### src/rtl/mc_ctrl_pkg.sv
// Shared definitions for the multicycle controller: opcodes, state encoding,
// datapath select encodings and the bundled control word.
package mc_ctrl_pkg;

  localparam logic [5:0] OP_RTYPE = 6'b000000;
  localparam logic [5:0] OP_J     = 6'b000010;
  localparam logic [5:0] OP_BEQ   = 6'b000100;
  localparam logic [5:0] OP_BNE   = 6'b000101;
  localparam logic [5:0] OP_ADDI  = 6'b001000;
  localparam logic [5:0] OP_ANDI  = 6'b001100;
  localparam logic [5:0] OP_ORI   = 6'b001101;
  localparam logic [5:0] OP_LW    = 6'b100011;
  localparam logic [5:0] OP_SW    = 6'b101011;

  typedef enum logic [3:0] {
    S_FETCH   = 4'd0,
    S_DECODE  = 4'd1,
    S_MEMADR  = 4'd2,
    S_MEMRD   = 4'd3,
    S_MEMWB   = 4'd4,
    S_MEMWR   = 4'd5,
    S_RTEXEC  = 4'd6,
    S_ALUWB   = 4'd7,
    S_BRANCH  = 4'd8,
    S_IMMEXEC = 4'd9,
    S_IMMWB   = 4'd10,
    S_JUMP    = 4'd11,
    S_TRAP    = 4'd12
  } state_t;

  typedef enum logic [2:0] {
    ALU_ADD   = 3'b000,
    ALU_SUB   = 3'b001,
    ALU_FUNCT = 3'b010,
    ALU_AND   = 3'b011,
    ALU_OR    = 3'b100
  } aluop_t;

  typedef enum logic [1:0] {
    SRCB_REGB = 2'b00,
    SRCB_FOUR = 2'b01,
    SRCB_SIMM = 2'b10,
    SRCB_ZIMM = 2'b11
  } alusrcb_t;

  typedef enum logic [1:0] {
    PC_ALURES = 2'b00,
    PC_ALUOUT = 2'b01,
    PC_JUMP   = 2'b10
  } pcsrc_t;

  typedef struct packed {
    logic     iord;
    logic     ir_write;
    logic     pc_write;
    logic     branch;
    logic     branch_ne;
    logic     mem_read;
    logic     mem_write;
    logic     reg_write;
    logic     reg_dst;
    logic     mem_to_reg;
    logic     alu_src_a;
    alusrcb_t alu_src_b;
    pcsrc_t   pc_src;
    aluop_t   alu_op;
    logic     instr_done;
    logic     illegal_op;
  } ctrl_t;

  // Dispatch from DECODE; the extended opcodes trap when the extension is off.
  function automatic state_t decode_next(input logic [5:0] op, input logic ext);
    state_t nxt;
    case (op)
      OP_LW, OP_SW:    nxt = S_MEMADR;
      OP_RTYPE:        nxt = S_RTEXEC;
      OP_BEQ:          nxt = S_BRANCH;
      OP_J:            nxt = S_JUMP;
      OP_ADDI:         nxt = S_IMMEXEC;
      OP_ANDI, OP_ORI: nxt = ext ? S_IMMEXEC : S_TRAP;
      OP_BNE:          nxt = ext ? S_BRANCH : S_TRAP;
      default:         nxt = S_TRAP;
    endcase
    return nxt;
  endfunction

endpackage

### src/rtl/mc_ctrl_if.sv
// Controller <-> datapath bundle: opcode and memory handshake in, control word out.
interface mc_ctrl_if;
  logic [5:0] opcode;
  logic       mem_ready;
  logic       IorD;
  logic       IRWrite;
  logic       PCWrite;
  logic       Branch;
  logic       BranchNe;
  logic       MemRead;
  logic       MemWrite;
  logic       RegWrite;
  logic       RegDst;
  logic       MemToReg;
  logic       ALUSrcA;
  logic [1:0] ALUSrcB;
  logic [1:0] PCSrc;
  logic [2:0] ALUop;
  logic       instr_done;
  logic       illegal_op;
  logic [3:0] state;

  modport master (
    input  opcode, mem_ready,
    output IorD, IRWrite, PCWrite, Branch, BranchNe, MemRead, MemWrite,
           RegWrite, RegDst, MemToReg, ALUSrcA, ALUSrcB, PCSrc, ALUop,
           instr_done, illegal_op, state
  );

  modport slave (
    output opcode, mem_ready,
    input  IorD, IRWrite, PCWrite, Branch, BranchNe, MemRead, MemWrite,
           RegWrite, RegDst, MemToReg, ALUSrcA, ALUSrcB, PCSrc, ALUop,
           instr_done, illegal_op, state
  );
endinterface

### src/rtl/mc_ctrl_outdec.sv
// Combinational control-word decode from current state; opcode only refines
// IMMEXEC/BRANCH, and i_mem_ready gates the memory-completion strobes.
module mc_ctrl_outdec
  import mc_ctrl_pkg::*;
(
  input  state_t     i_state,
  input  logic [5:0] i_opcode,
  input  logic       i_mem_ready,
  output ctrl_t      o_ctrl
);

  always_comb begin
    o_ctrl = '0;
    case (i_state)
      S_FETCH: begin
        o_ctrl.mem_read  = 1'b1;
        o_ctrl.alu_src_b = SRCB_FOUR;
        o_ctrl.ir_write  = i_mem_ready;
        o_ctrl.pc_write  = i_mem_ready;
      end
      S_DECODE: o_ctrl.alu_src_b = SRCB_SIMM;
      S_MEMADR: begin
        o_ctrl.alu_src_a = 1'b1;
        o_ctrl.alu_src_b = SRCB_SIMM;
      end
      S_MEMRD: begin
        o_ctrl.iord     = 1'b1;
        o_ctrl.mem_read = 1'b1;
      end
      S_MEMWB: begin
        o_ctrl.mem_to_reg = 1'b1;
        o_ctrl.reg_write  = 1'b1;
        o_ctrl.instr_done = 1'b1;
      end
      S_MEMWR: begin
        o_ctrl.iord       = 1'b1;
        o_ctrl.mem_write  = 1'b1;
        o_ctrl.instr_done = i_mem_ready;
      end
      S_RTEXEC: begin
        o_ctrl.alu_src_a = 1'b1;
        o_ctrl.alu_op    = ALU_FUNCT;
      end
      S_ALUWB: begin
        o_ctrl.reg_dst    = 1'b1;
        o_ctrl.reg_write  = 1'b1;
        o_ctrl.instr_done = 1'b1;
      end
      S_IMMEXEC: begin
        o_ctrl.alu_src_a = 1'b1;
        // Logical immediates are zero-extended; addi keeps the sign-extended path.
        if (i_opcode == OP_ANDI) begin
          o_ctrl.alu_src_b = SRCB_ZIMM;
          o_ctrl.alu_op    = ALU_AND;
        end else if (i_opcode == OP_ORI) begin
          o_ctrl.alu_src_b = SRCB_ZIMM;
          o_ctrl.alu_op    = ALU_OR;
        end else begin
          o_ctrl.alu_src_b = SRCB_SIMM;
        end
      end
      S_IMMWB: begin
        o_ctrl.reg_write  = 1'b1;
        o_ctrl.instr_done = 1'b1;
      end
      S_BRANCH: begin
        o_ctrl.alu_src_a  = 1'b1;
        o_ctrl.alu_op     = ALU_SUB;
        o_ctrl.pc_src     = PC_ALUOUT;
        o_ctrl.branch     = (i_opcode == OP_BEQ);
        o_ctrl.branch_ne  = (i_opcode == OP_BNE);
        o_ctrl.instr_done = 1'b1;
      end
      S_JUMP: begin
        o_ctrl.pc_src     = PC_JUMP;
        o_ctrl.pc_write   = 1'b1;
        o_ctrl.instr_done = 1'b1;
      end
      S_TRAP:  o_ctrl.illegal_op = 1'b1;
      default: o_ctrl = '0;
    endcase
  end

endmodule

### src/rtl/mc_ctrl_unit.sv
// Multicycle CPU control FSM: state register and next-state logic here, output
// decode in mc_ctrl_outdec; reset blanks every control while asserted.
module mc_ctrl_unit
  import mc_ctrl_pkg::*;
#(
  parameter int MEM_WAIT = 1,
  parameter int EXT_ISA  = 1
) (
  input  logic         clk,
  input  logic         reset,
  mc_ctrl_if.master    bus
);

  state_t r_state;
  state_t w_state_next;
  logic   w_ready;
  ctrl_t  w_dec;
  ctrl_t  w_ctrl;

  assign w_ready = (MEM_WAIT != 0) ? bus.mem_ready : 1'b1;

  always_ff @(posedge clk) begin
    if (reset) r_state <= S_FETCH;
    else       r_state <= w_state_next;
  end

  always_comb begin
    w_state_next = S_FETCH;
    case (r_state)
      S_FETCH:   w_state_next = w_ready ? S_DECODE : S_FETCH;
      S_DECODE:  w_state_next = decode_next(bus.opcode, EXT_ISA != 0);
      S_MEMADR:  w_state_next = (bus.opcode == OP_SW) ? S_MEMWR : S_MEMRD;
      S_MEMRD:   w_state_next = w_ready ? S_MEMWB : S_MEMRD;
      S_MEMWR:   w_state_next = w_ready ? S_FETCH : S_MEMWR;
      S_RTEXEC:  w_state_next = S_ALUWB;
      S_IMMEXEC: w_state_next = S_IMMWB;
      default:   w_state_next = S_FETCH;
    endcase
  end

  mc_ctrl_outdec u_outdec (
    .i_state     (r_state),
    .i_opcode    (bus.opcode),
    .i_mem_ready (w_ready),
    .o_ctrl      (w_dec)
  );

  assign w_ctrl = reset ? '0 : w_dec;

  assign bus.IorD       = w_ctrl.iord;
  assign bus.IRWrite    = w_ctrl.ir_write;
  assign bus.PCWrite    = w_ctrl.pc_write;
  assign bus.Branch     = w_ctrl.branch;
  assign bus.BranchNe   = w_ctrl.branch_ne;
  assign bus.MemRead    = w_ctrl.mem_read;
  assign bus.MemWrite   = w_ctrl.mem_write;
  assign bus.RegWrite   = w_ctrl.reg_write;
  assign bus.RegDst     = w_ctrl.reg_dst;
  assign bus.MemToReg   = w_ctrl.mem_to_reg;
  assign bus.ALUSrcA    = w_ctrl.alu_src_a;
  assign bus.ALUSrcB    = w_ctrl.alu_src_b;
  assign bus.PCSrc      = w_ctrl.pc_src;
  assign bus.ALUop      = w_ctrl.alu_op;
  assign bus.instr_done = w_ctrl.instr_done;
  assign bus.illegal_op = w_ctrl.illegal_op;
  assign bus.state      = r_state;

endmodule

### src/flat_wrapper.sv
// flat-port wrapper written by rule: the top's interface ports become plain ports
module mc_ctrl_unit_flat import mc_ctrl_pkg::*;
#(
  parameter int MEM_WAIT = 1,
  parameter int EXT_ISA  = 1
)
  (clk, reset, bus_opcode, bus_mem_ready, bus_IorD, bus_IRWrite, bus_PCWrite, bus_Branch, bus_BranchNe, bus_MemRead, bus_MemWrite, bus_RegWrite, bus_RegDst, bus_MemToReg, bus_ALUSrcA, bus_ALUSrcB, bus_PCSrc, bus_ALUop, bus_instr_done, bus_illegal_op, bus_state);
  mc_ctrl_if bus_i ();
  input  logic clk;
  input  logic reset;
  input wire logic [$bits(bus_i.opcode)-1:0] bus_opcode;
  input wire logic [$bits(bus_i.mem_ready)-1:0] bus_mem_ready;
  output wire logic [$bits(bus_i.IorD)-1:0] bus_IorD;
  output wire logic [$bits(bus_i.IRWrite)-1:0] bus_IRWrite;
  output wire logic [$bits(bus_i.PCWrite)-1:0] bus_PCWrite;
  output wire logic [$bits(bus_i.Branch)-1:0] bus_Branch;
  output wire logic [$bits(bus_i.BranchNe)-1:0] bus_BranchNe;
  output wire logic [$bits(bus_i.MemRead)-1:0] bus_MemRead;
  output wire logic [$bits(bus_i.MemWrite)-1:0] bus_MemWrite;
  output wire logic [$bits(bus_i.RegWrite)-1:0] bus_RegWrite;
  output wire logic [$bits(bus_i.RegDst)-1:0] bus_RegDst;
  output wire logic [$bits(bus_i.MemToReg)-1:0] bus_MemToReg;
  output wire logic [$bits(bus_i.ALUSrcA)-1:0] bus_ALUSrcA;
  output wire logic [$bits(bus_i.ALUSrcB)-1:0] bus_ALUSrcB;
  output wire logic [$bits(bus_i.PCSrc)-1:0] bus_PCSrc;
  output wire logic [$bits(bus_i.ALUop)-1:0] bus_ALUop;
  output wire logic [$bits(bus_i.instr_done)-1:0] bus_instr_done;
  output wire logic [$bits(bus_i.illegal_op)-1:0] bus_illegal_op;
  output wire logic [$bits(bus_i.state)-1:0] bus_state;
  assign bus_i.opcode = bus_opcode;
  assign bus_i.mem_ready = bus_mem_ready;
  assign bus_IorD = bus_i.IorD;
  assign bus_IRWrite = bus_i.IRWrite;
  assign bus_PCWrite = bus_i.PCWrite;
  assign bus_Branch = bus_i.Branch;
  assign bus_BranchNe = bus_i.BranchNe;
  assign bus_MemRead = bus_i.MemRead;
  assign bus_MemWrite = bus_i.MemWrite;
  assign bus_RegWrite = bus_i.RegWrite;
  assign bus_RegDst = bus_i.RegDst;
  assign bus_MemToReg = bus_i.MemToReg;
  assign bus_ALUSrcA = bus_i.ALUSrcA;
  assign bus_ALUSrcB = bus_i.ALUSrcB;
  assign bus_PCSrc = bus_i.PCSrc;
  assign bus_ALUop = bus_i.ALUop;
  assign bus_instr_done = bus_i.instr_done;
  assign bus_illegal_op = bus_i.illegal_op;
  assign bus_state = bus_i.state;
  mc_ctrl_unit #(.MEM_WAIT(MEM_WAIT), .EXT_ISA(EXT_ISA)) u_core (.clk(clk), .reset(reset), .bus(bus_i));
endmodule
### config.mk
export PLATFORM = sky130hd
export DESIGN_NAME = mc_ctrl_unit_flat
export DESIGN_NICKNAME = d
export VERILOG_FILES = /design/src/rtl/mc_ctrl_pkg.sv /design/src/rtl/mc_ctrl_if.sv /design/src/rtl/mc_ctrl_outdec.sv /design/src/rtl/mc_ctrl_unit.sv /design/src/flat_wrapper.sv
export SDC_FILE = /design/constraint.sdc
export NUM_CORES = 1
export LEC_CHECK = 0
export ABC_CLOCK_PERIOD_IN_PS = 3350
export BUFFER_PORTS_ARGS = -buffer_cell sky130_fd_sc_hd__buf_2
export CAP_MARGIN = 20
export CORE_MARGIN = 2
export CORE_UTILIZATION = 47
export CTS_CLUSTER_DIAMETER = 200
export CTS_CLUSTER_SIZE = 25
export DETAILED_ROUTE_END_ITERATION = 12
export MAX_ROUTING_LAYER = met4
export PLACE_DENSITY = 0.81
export RECOVER_POWER = 100
export REMOVE_ABC_BUFFERS = 1
export SYNTH_ARGS = -nofsm -noshare
export SYNTH_HDL_FRONTEND = slang
export SYNTH_SLANG_ARGS = --single-unit
### constraint.sdc
create_clock -name clk -period 3.35 [get_ports clk]
set_input_delay 0.67 -clock clk [delete_from_list [all_inputs] [get_ports clk]]
set_output_delay 0.67 -clock clk [all_outputs]
set_load 0.01 [all_outputs]
**Yosys cells after proc, flatten, opt, wreduce, memory -nomap -nowiden**

Index checks and enable logic that the tools add are counted.

- Bitwise gates (word level): 0
- Multiply operators: 0
- Reductions and logical operators: 11
- Shift operators: 0
- Magnitude comparators: 0
- Add/subtract/negate cells: 0
- Mux-type cells: 26
- Div/mod/pow operators: 0
- Equality and inequality tests: 20

Operators with widths:

| cell | count |
|---|---|
| one-hot mux 4 bit (7 select lines) | 1 |
| == test 4 bit (second input constant) | 5 |
| 2-to-1 mux 20 bit | 1 |
| one-hot mux 4 bit (5 select lines) | 1 |
| == test 6 x 4 -> 1 bit (second input constant) | 3 |
| == test 4 x 3 -> 1 bit (second input constant) | 4 |
| 2-to-1 mux 3 bit | 5 |
| == test 6 x 3 -> 1 bit (second input constant) | 2 |
| == test 6 bit (second input constant) | 2 |
| 2-to-1 mux 1 bit | 11 |
| OR reduction 2 bit | 5 |
| one-hot mux 3 bit (3 select lines) | 1 |
| == test 4 x 2 -> 1 bit (second input constant) | 2 |
| == test 6 x 2 -> 1 bit (second input constant) | 1 |
| zero test 6 bit | 1 |
| one-hot mux 2 bit (3 select lines) | 1 |
| OR reduction 3 bit | 2 |
| OR reduction 5 bit | 1 |
| == test 4 x 1 -> 1 bit (second input constant) | 1 |
| zero test 4 bit | 1 |
| 2-to-1 mux 2 bit | 2 |
| one-hot mux 1 bit (2 select lines) | 2 |
| one-hot mux 2 bit (2 select lines) | 1 |
| OR reduction 4 bit | 1 |

- Register bits: 4
- Latch bits: 0
- Bits in read-only memories: 0
- Logic and storage cells: 58
- Bits in writable memories: 0
- Input bits: 9
- Output and inout port bits: 24
- Memories kept: 0

**Longest topological paths before layout**

Gate-level depths: netlist of the first run.

- Depth after elaboration: 5
- Depth in mapped cells: 5
- Gate-level depth less buffers: 4

**Hierarchy**

A second synthesis of the first run with hierarchy kept.

- Cells, all modules: 123
- Area, all modules: 827.0 sq um

Modules (own cells, without submodules):

| module | cells an instance | area an instance (sq um) | times used | seq. area each (sq um) |
|---|---|---|---|---|
| mc_ctrl_unit | 76 | 519.2 | 1 | 80.1 |
| mc_ctrl_outdec | 47 | 307.8 | 1 | 0.0 |

**Worst setup path before layout of the first run**

Ideal clock, no wire load.

- Kind: input to output
- From: in bus_opcode[0]
- To: out bus_ALUSrcB[0]
- Buffers on the path: 0
- Stages on the path: 4
- Setup slack: 0.774 ns
- Data required time: 2.680 ns
- Data arrival time: 1.906 ns
- Path through: or4_1 -> or4_4 -> o31a_1 -> o21bai_2

- Cells in the longest elaborated chain, start to end: 5
- Elaborated cells on any way between the ends: 6

Ends and longest elaborated chain:

| item | line | text |
|---|---|---|
| start, declared | flat_wrapper.sv:11 | `input wire logic [$bits(bus_i.opcode)-1:0] bus_opcode;` |
| == test 6 x 4 -> 1 bit | mc_ctrl_outdec.sv:55 | `end else if (i_opcode == OP_ORI) begin` |
| 2-to-1 mux 1 bit | mc_ctrl_outdec.sv:55 |  |
| 2-to-1 mux 2 bit * | mc_ctrl_outdec.sv:52 | `if (i_opcode == OP_ANDI) begin` |
| one-hot mux 2 bit (3 select lines) * | mc_ctrl_outdec.sv:14 | `case (i_state)` |
| 2-to-1 mux 20 bit * | mc_ctrl_unit.sv:48 | `assign w_ctrl = reset ? '0 : w_dec;` |
| end, declared | flat_wrapper.sv:24 | `output wire logic [$bits(bus_i.ALUSrcB)-1:0] bus_ALUSrcB;` |

Every way passes the cells marked *; elsewhere a longest branch is shown, timed or not.

**Worst setup path in the final report of the first run**

- From: reg u_core.r_state[1] (netlist: u_core.bus.state[1])
- To: out bus_ALUSrcB[0]

- Cells in the longest elaborated chain, start to end: 4
- Elaborated cells on any way between the ends: 7

Ends and longest elaborated chain:

| item | line | text |
|---|---|---|
| start, declared | mc_ctrl_unit.sv:14 | `state_t r_state;` |
| start signal, assigned | mc_ctrl_unit.sv:24 | `else r_state <= w_state_next;` |
| == test 4 x 2 -> 1 bit / == test 4 x 1 -> 1 bit (equally long branches) | mc_ctrl_outdec.sv:14 |  |
| OR reduction 2 bit (no line) | - |  |
| one-hot mux 2 bit (3 select lines) * | mc_ctrl_outdec.sv:14 |  |
| 2-to-1 mux 20 bit * | mc_ctrl_unit.sv:48 |  |

Marked as above.

==> run summary, run 1 <==
outcome: completed
hold path cells: 3
first-pass GRT wire length: 2601 µm
clk sinks: 4
Async SR Flop Fraction: 0
clock root cell: clkbuf_4
Post-synth EDFFs: 0
CTS tree: done
CP Launch Point: u_core.bus.state[1]
minimum clock period: 2.932 ns
Post-Syn Instances: 102
Tot Pwr: 202.3 µW
hold path startpoint: u_core.bus.state[3]
num ports: 33
sequential cell area fraction in the yosys report: 0.1245
Clock Latency Late Sink: 0.23 ns
Cells after DPL: 142
flops & latches, synth: 4
worst path required time: 2.68 ns
Starting Density: 0.5005
Max Freq: 0.3410 GHz
num rows: 13
RR Startpoint: u_core.bus.state[1]
drt initial violations: 12
Mean Syn Cell Area: 6.305 µm²
Critical Path End Type: output pin
VDD IR max: 0.0001947 V
core area: 1285 µm²
vias in the first global route: 608
final setup fails: 0
Max-Cap Viols: 0
startpoint type of the worst setup path: flip-flop
Clock Tree Buf Depth: 2
max FFs per register: 4
DR vias/cell: 5.834
largest net degree at the start of global routing: 23
highest routed layer: met3
WL met3: 129 µm
post-synth top area share: 0.1245
clock slew at reported path FFs: 0.03 ns
length of routed wiring on met1: 821 µm
Final Skew: 0.001428 ns
fin crit share: 0.8753
CTS Hold Bufs: 0
Syn Std Cell Area: 643.1 µm²
full die area: 1680 µm²
RSZ-0062 raised after global routing: no
metal2 WL: 808 µm
Post-DP HPWL: 1312 µm
Ys Warns: 0
fin worst setup slack: 0.4178 ns
Main synth FF type: dfxtp_1
critical path's top delay family: simple AND/OR/NAND/NOR gates
Critical Path Stages: 6
GP Congestion: 0.7888
P&R area growth vs syn: 22.76%
setup tns final: 0 ns
largest area contributor in the netlist: dfxtp_1
Num CTS Buffers: 3
initial antenna violation count: 0
Worst Path Max Fanout: 17
Port Buffers: 32
Filler cells: 147
Pre-antenna DRT Iters: 4
post-synthesis cell type count: 39
n_diodes: 0
reg2reg path depth: 5
worst rel slew slack: 0.5620
DP Area: 803.3 µm²
top-count cell post-synth: nor2_1
postcts setup bufs: 0
Max Slew Vio Count: 0
DRT Wirelength: 1758 µm
height of the die: 40.99 µm
Top cell by count, worst path: clkbuf_1
DR WL/cell: 12.12 µm
post-detailed-route DRC marker count: 0
Arr. time, crit path: 2.26 ns
CP bufs+invs: 2
worst min path class: reg2reg
slowest CP cell: or4_1
Die Wd: 40.99 µm
GRT overflow: 0
non-filler cells, final: 145
Cell Chain, Critical Path: clkbuf_1, nand2b_1, or4_1, o31a_1, o21bai_2, clkbuf_1
fin nets: 141
Pwr Density: 256.3 nW/µm²
worst-margin pin slew: 0.6570 ns
post-route ant nets: 0
final hold violations: 0
CP Class: reg2out
total track usage: 0.2287
synth top area cells: dfxtp_1 12%, nor2_1 7.6%, nor3_1 7.0%
Post-synth top cells: 13 x nor2_1, 9 x clkbuf_1, 9 x nor3_1
layout cells sized above 1: 0.1308
total number of vias: 846
highest cell delay on the worst timing path: 0.65 ns
worst slack at placement: 0.5057 ns
H-tree levels: 1
post-CTS sizing: 0
post-route cell area: 789.5 µm²
Pleak: 0.0002718 µW
==> through the flow <==
step | util | hold WS, ns
after global routing | 0.6144 | 0.6906
after floorplan | - | 0.7176
final | 0.6144 | 0.6659
after global placement | 0.6251 | 0.6373
after detailed placement | 0.6251 | 0.6598
after CTS | 0.6426 | 0.6671
==> where the power goes <==
part / total, µW / switching [µW] / internal (µW)
Combinational: 87.0 / 53.2 / 33.8
Clock: 56.5 / 16.7 / 39.9
Sequential: 58.8 / 7.65 / 51.1
==> worst paths after layout <==
| kind | end | slack, ns |
|---|---|---|
| worst max-delay path | bus_ALUSrcB[0] | 0.42 |
| worst min-delay path | u_core.bus.state[0] | 0.67 |
| worst max register to register | u_core.bus.state[0] | 1.64 |
| worst min register to register | u_core.bus.state[0] | 0.67 |
==> cells in the final DEF (no fill, tap or decap), types with 2 or more instances in the layout <==
master	instances
a2111oi_0	3
o21ai_0	3
or4_1	2
nor2b_1	4
inv_1	3
buf_2	12
nor3_1	9
a21oi_1	7
clkbuf_4	3
dfxtp_1	4
nand2b_1	6
nand2_1	5
nor4_1	3
nor2_1	13
nor3b_1	3
clkbuf_1	22
nand3_1	4
==> kinds of logic (layout without fill, tap and decap cells) <==
| group | after synthesis | after routing | synth area share |
|---|---|---|---|
| AO/OA/AOI/OAI | 27 | 27 | 0.2899 |
| multiplexers | 1 | 1 | 0.01751 |
| flip-flops | 4 | 4 | 0.1245 |
| XOR/XNOR | 1 | 1 | 0.01362 |
| buffers and inverters | 12 | 40 | 0.07003 |
| AND/OR/NAND/NOR | 57 | 57 | 0.4845 |
==> area by class of cell <==
| type | count | area (µm²) | area share |
|---|---|---|---|
| multi-input combinational | 86 | 514.2 | 0.6513 |
| tap | 15 | 18.77 | 0.02377 |
| clock buffer | 3 | 22.52 | 0.02853 |
| timing repair buffer | 34 | 142.6 | 0.1807 |
| inverter | 3 | 11.26 | 0.01426 |
| sequential | 4 | 80.08 | 0.1014 |
==> routing by layer <==
| layer | global-route usage | up-vias |
|---|---|---|
| met5 | - | - |
| met4 | 0 | 0 |
| met3 | 0.04891 | 0 |
| met2 | 0.3750 | 28 |
| met1 | 0.3032 | 378 |
| li1 | - | 440 |
==> worst min-delay path: stages (launching register included) <==
cell and delay, ns:
dfxtp_1 0.33, inv_1 0.08, o21ai_1 0.07, a21oi_1 0.14
(Power assumes the default switching activity.)
==> run 2, diff against run 1 <==
Settings changed: BUFFER_PORTS_ARGS -buffer_cell sky130_fd_sc_hd__buf_2 to -buffer_cell sky130_fd_sc_hd__clkbuf_2, CAP_MARGIN 20 to unset, CORE_MARGIN 2 to 3.
==> run summary, run 2 (synthesis gave the netlist of run 1 again) <==
Clock power frac: 0.281 (+0.002)
GP Congestion: 0.8715 (+10%)
initial antenna violation count: 0 (unchanged)
Cells after DPL: 139 (-2.1%)
Multi-input gate area: 518.0 µm² (+0.73%)
largest net degree at the start of global routing: 23 (unchanged)
CP bufs+invs: 2 (unchanged)
outcome: completed
Top cell by count, worst path: clkbuf_1
drt initial violations: 27 (+15)
Worst Path Max Fanout: 7 (-10)
DRT Wirelength: 1908 µm (+8.5%)
commonest non-fill, non-tap cell in the layout: clkbuf_1
FF+latch area: 80.08 µm² (unchanged)
Pleak: 0.0002571 µW (-5.4%)
post-detailed-route DRC marker count: 0 (unchanged)
fin nets: 139 (-1.4%)
DR WL/cell: 13.44 µm (+11%)
WHS: 0.8112 ns (+0.1454 ns)
commonest cells after routing, fill and taps aside: 24 x clkbuf_1, 13 x nor2_1, 9 x nor3_1
CTS Hold Bufs: 0 (unchanged)
vias in the first global route: 695 (+14%)
Max-Cap Viols: 0 (unchanged)
Max Slew Vio Count: 0 (unchanged)
n_diodes: 0 (unchanged)
Clock Latency Late Sink: 0.23 ns (about the same)
CTS tree: done
Net Sw Power: 79.67 µW (+2.7%)
Port Buffers: 32 (unchanged)
worst-margin pin slew: 0.6753 ns (+0.01832 ns)
Critical Path End Type: output pin
CP Class: in2out
Arr. time, crit path: 2.21 ns (-0.05 ns)
DR vias/cell: 5.866 (+0.54%)
num rows: 12 (-1)
Final Skew: 0.002354 ns (+0.0009257 ns)
H-tree levels: 1 (unchanged)
Filler cells: 124 (-16%)
worst min path class: reg2reg
final setup fails: 0 (unchanged)
worst rel slew slack: 0.5492 (-0.01283)
layout cells sized above 1: 0.1094 (-0.02139)
postcts setup bufs: 0 (unchanged)
worst slack at placement: 0.5101 ns (+0.004433 ns)
sw frac: 0.3925 (+0.008962)
final hold violations: 0 (unchanged)
Post-DP HPWL: 1366 µm (+4.1%)
highest cell delay on the worst timing path: 0.56 ns (-0.09 ns)
Pwr Density: 260.4 nW/µm² (+1.6%)
non-filler cells, final: 142 (-2.1%)
post-route ant nets: 0 (unchanged)
Die Wd: 42.99 µm (+4.9%)
metal2 WL: 884 µm (+9.4%)
Starting Density: 0.5422 (+0.04171)
startpoint type of the worst setup path: input port
clk sinks: 4 (unchanged)
VDD IR max: 0.0002761 V (+42%)
length of routed wiring on met1: 874 µm (+6.5%)
full die area: 1848 µm² (+10%)
DP Area: 787.0 µm² (-2.0%)
Num CTS Buffers: 3 (unchanged)
total track usage: 0.2203 (-0.008471)
core area: 1186 µm² (-7.7%)
WL met3: 148 µm (+15%)
Pint: 123.3 µW (-1.1%)
P&R area growth vs syn: 21.21%
clock root cell: clkbuf_4
Max Freq: 0.3468 GHz (+1.7%)
RSZ-0062 raised after global routing: no
num ports: 33 (unchanged)
GRT overflow: 0 (unchanged)
setup tns final: 0 ns (unchanged)
fin worst setup slack: 0.4666 ns (+0.04886 ns)
slowest CP cell: or4_1
post-route cell area: 779.5 µm² (-1.3%)
Cell Chain, Critical Path: clkbuf_1, or4_1, or4_4, o31a_1, o21bai_2, clkbuf_1
total number of vias: 833 (-1.5%)
Clock Tree Buf Depth: 2 (unchanged)
critical path's top delay family: simple AND/OR/NAND/NOR gates
first-pass GRT wire length: 3146 µm (+21%)
max FFs per register: 4 (unchanged)
sequential group share of total power: 0.317 (+0.026)
post-CTS sizing: 0 (unchanged)
height of the die: 42.99 µm (+4.9%)
fin crit share: 0.8607 (-0.01458)
highest routed layer: met3
Comb power frac: 0.402 (-0.028)
worst path required time: 2.68 ns (about the same)
clock slew at reported path FFs: 0.04 ns (about the same)
Pre-antenna DRT Iters: 4 (unchanged)
minimum clock period: 2.883 ns (-0.04886 ns)
==> run 2: final timing paths <==
check,start,endpoint,slack (ns),cells after the start
hold reg to reg,u_core.bus.state[1],u_core.bus.state[1],0.81,2
setup reg to reg,u_core.bus.state[2],u_core.bus.state[1],1.75,3
setup / recovery,bus_opcode[0],bus_ALUSrcB[0],0.47,6
hold / removal,u_core.bus.state[1],u_core.bus.state[1],0.81,2
==> run 2: metal layers <==
layer / GRT usage / vias to the layer above
met4: 0.03614 / 0
met1: 0.3008 / 367
li1: - / 431
met5: - / -
met2: 0.3353 / 35
met3: 0.05085 / 0
==> run 2: metrics by stage <==
stage | util | power [µW]
2_1_floorplan | - | 113.3
3_5_place_dp | 0.6635 | 148.7
3_3_place_gp | 0.6635 | 146.6
6_report | 0.6572 | 203.0
4_1_cts | 0.6825 | 207.9
5_1_grt | 0.6572 | 221.0
==> run 2: worst min-delay path: stages, from the launching register on <==
cell and delay (ns):
dfxtp_1 0.46, o21ai_0 0.15, a31o_1 0.16
==> run 2: power by group through the flow <==
| stage | Sequential [µW] | Clock, µW | Combinational [µW] |
|---|---|---|---|
| global placement | 64.4 | 0 | 82.2 |
| CTS | 63.7 | 59.5 | 84.6 |
| floorplan | 62.6 | 0 | 50.7 |
| detailed placement | 64.5 | 0 | 84.2 |
| global route | 65.4 | 64.1 | 91.5 |
| finish | 64.3 | 57.0 | 81.7 |
==> run 2: final cells by class <==
class / count / share of cell area
tap: 14 / 0.02247
multi-input combinational: 86 / 0.6645
timing repair buffer: 32 / 0.1669
clock buffer: 3 / 0.02889
sequential: 4 / 0.1027
inverter: 3 / 0.01445
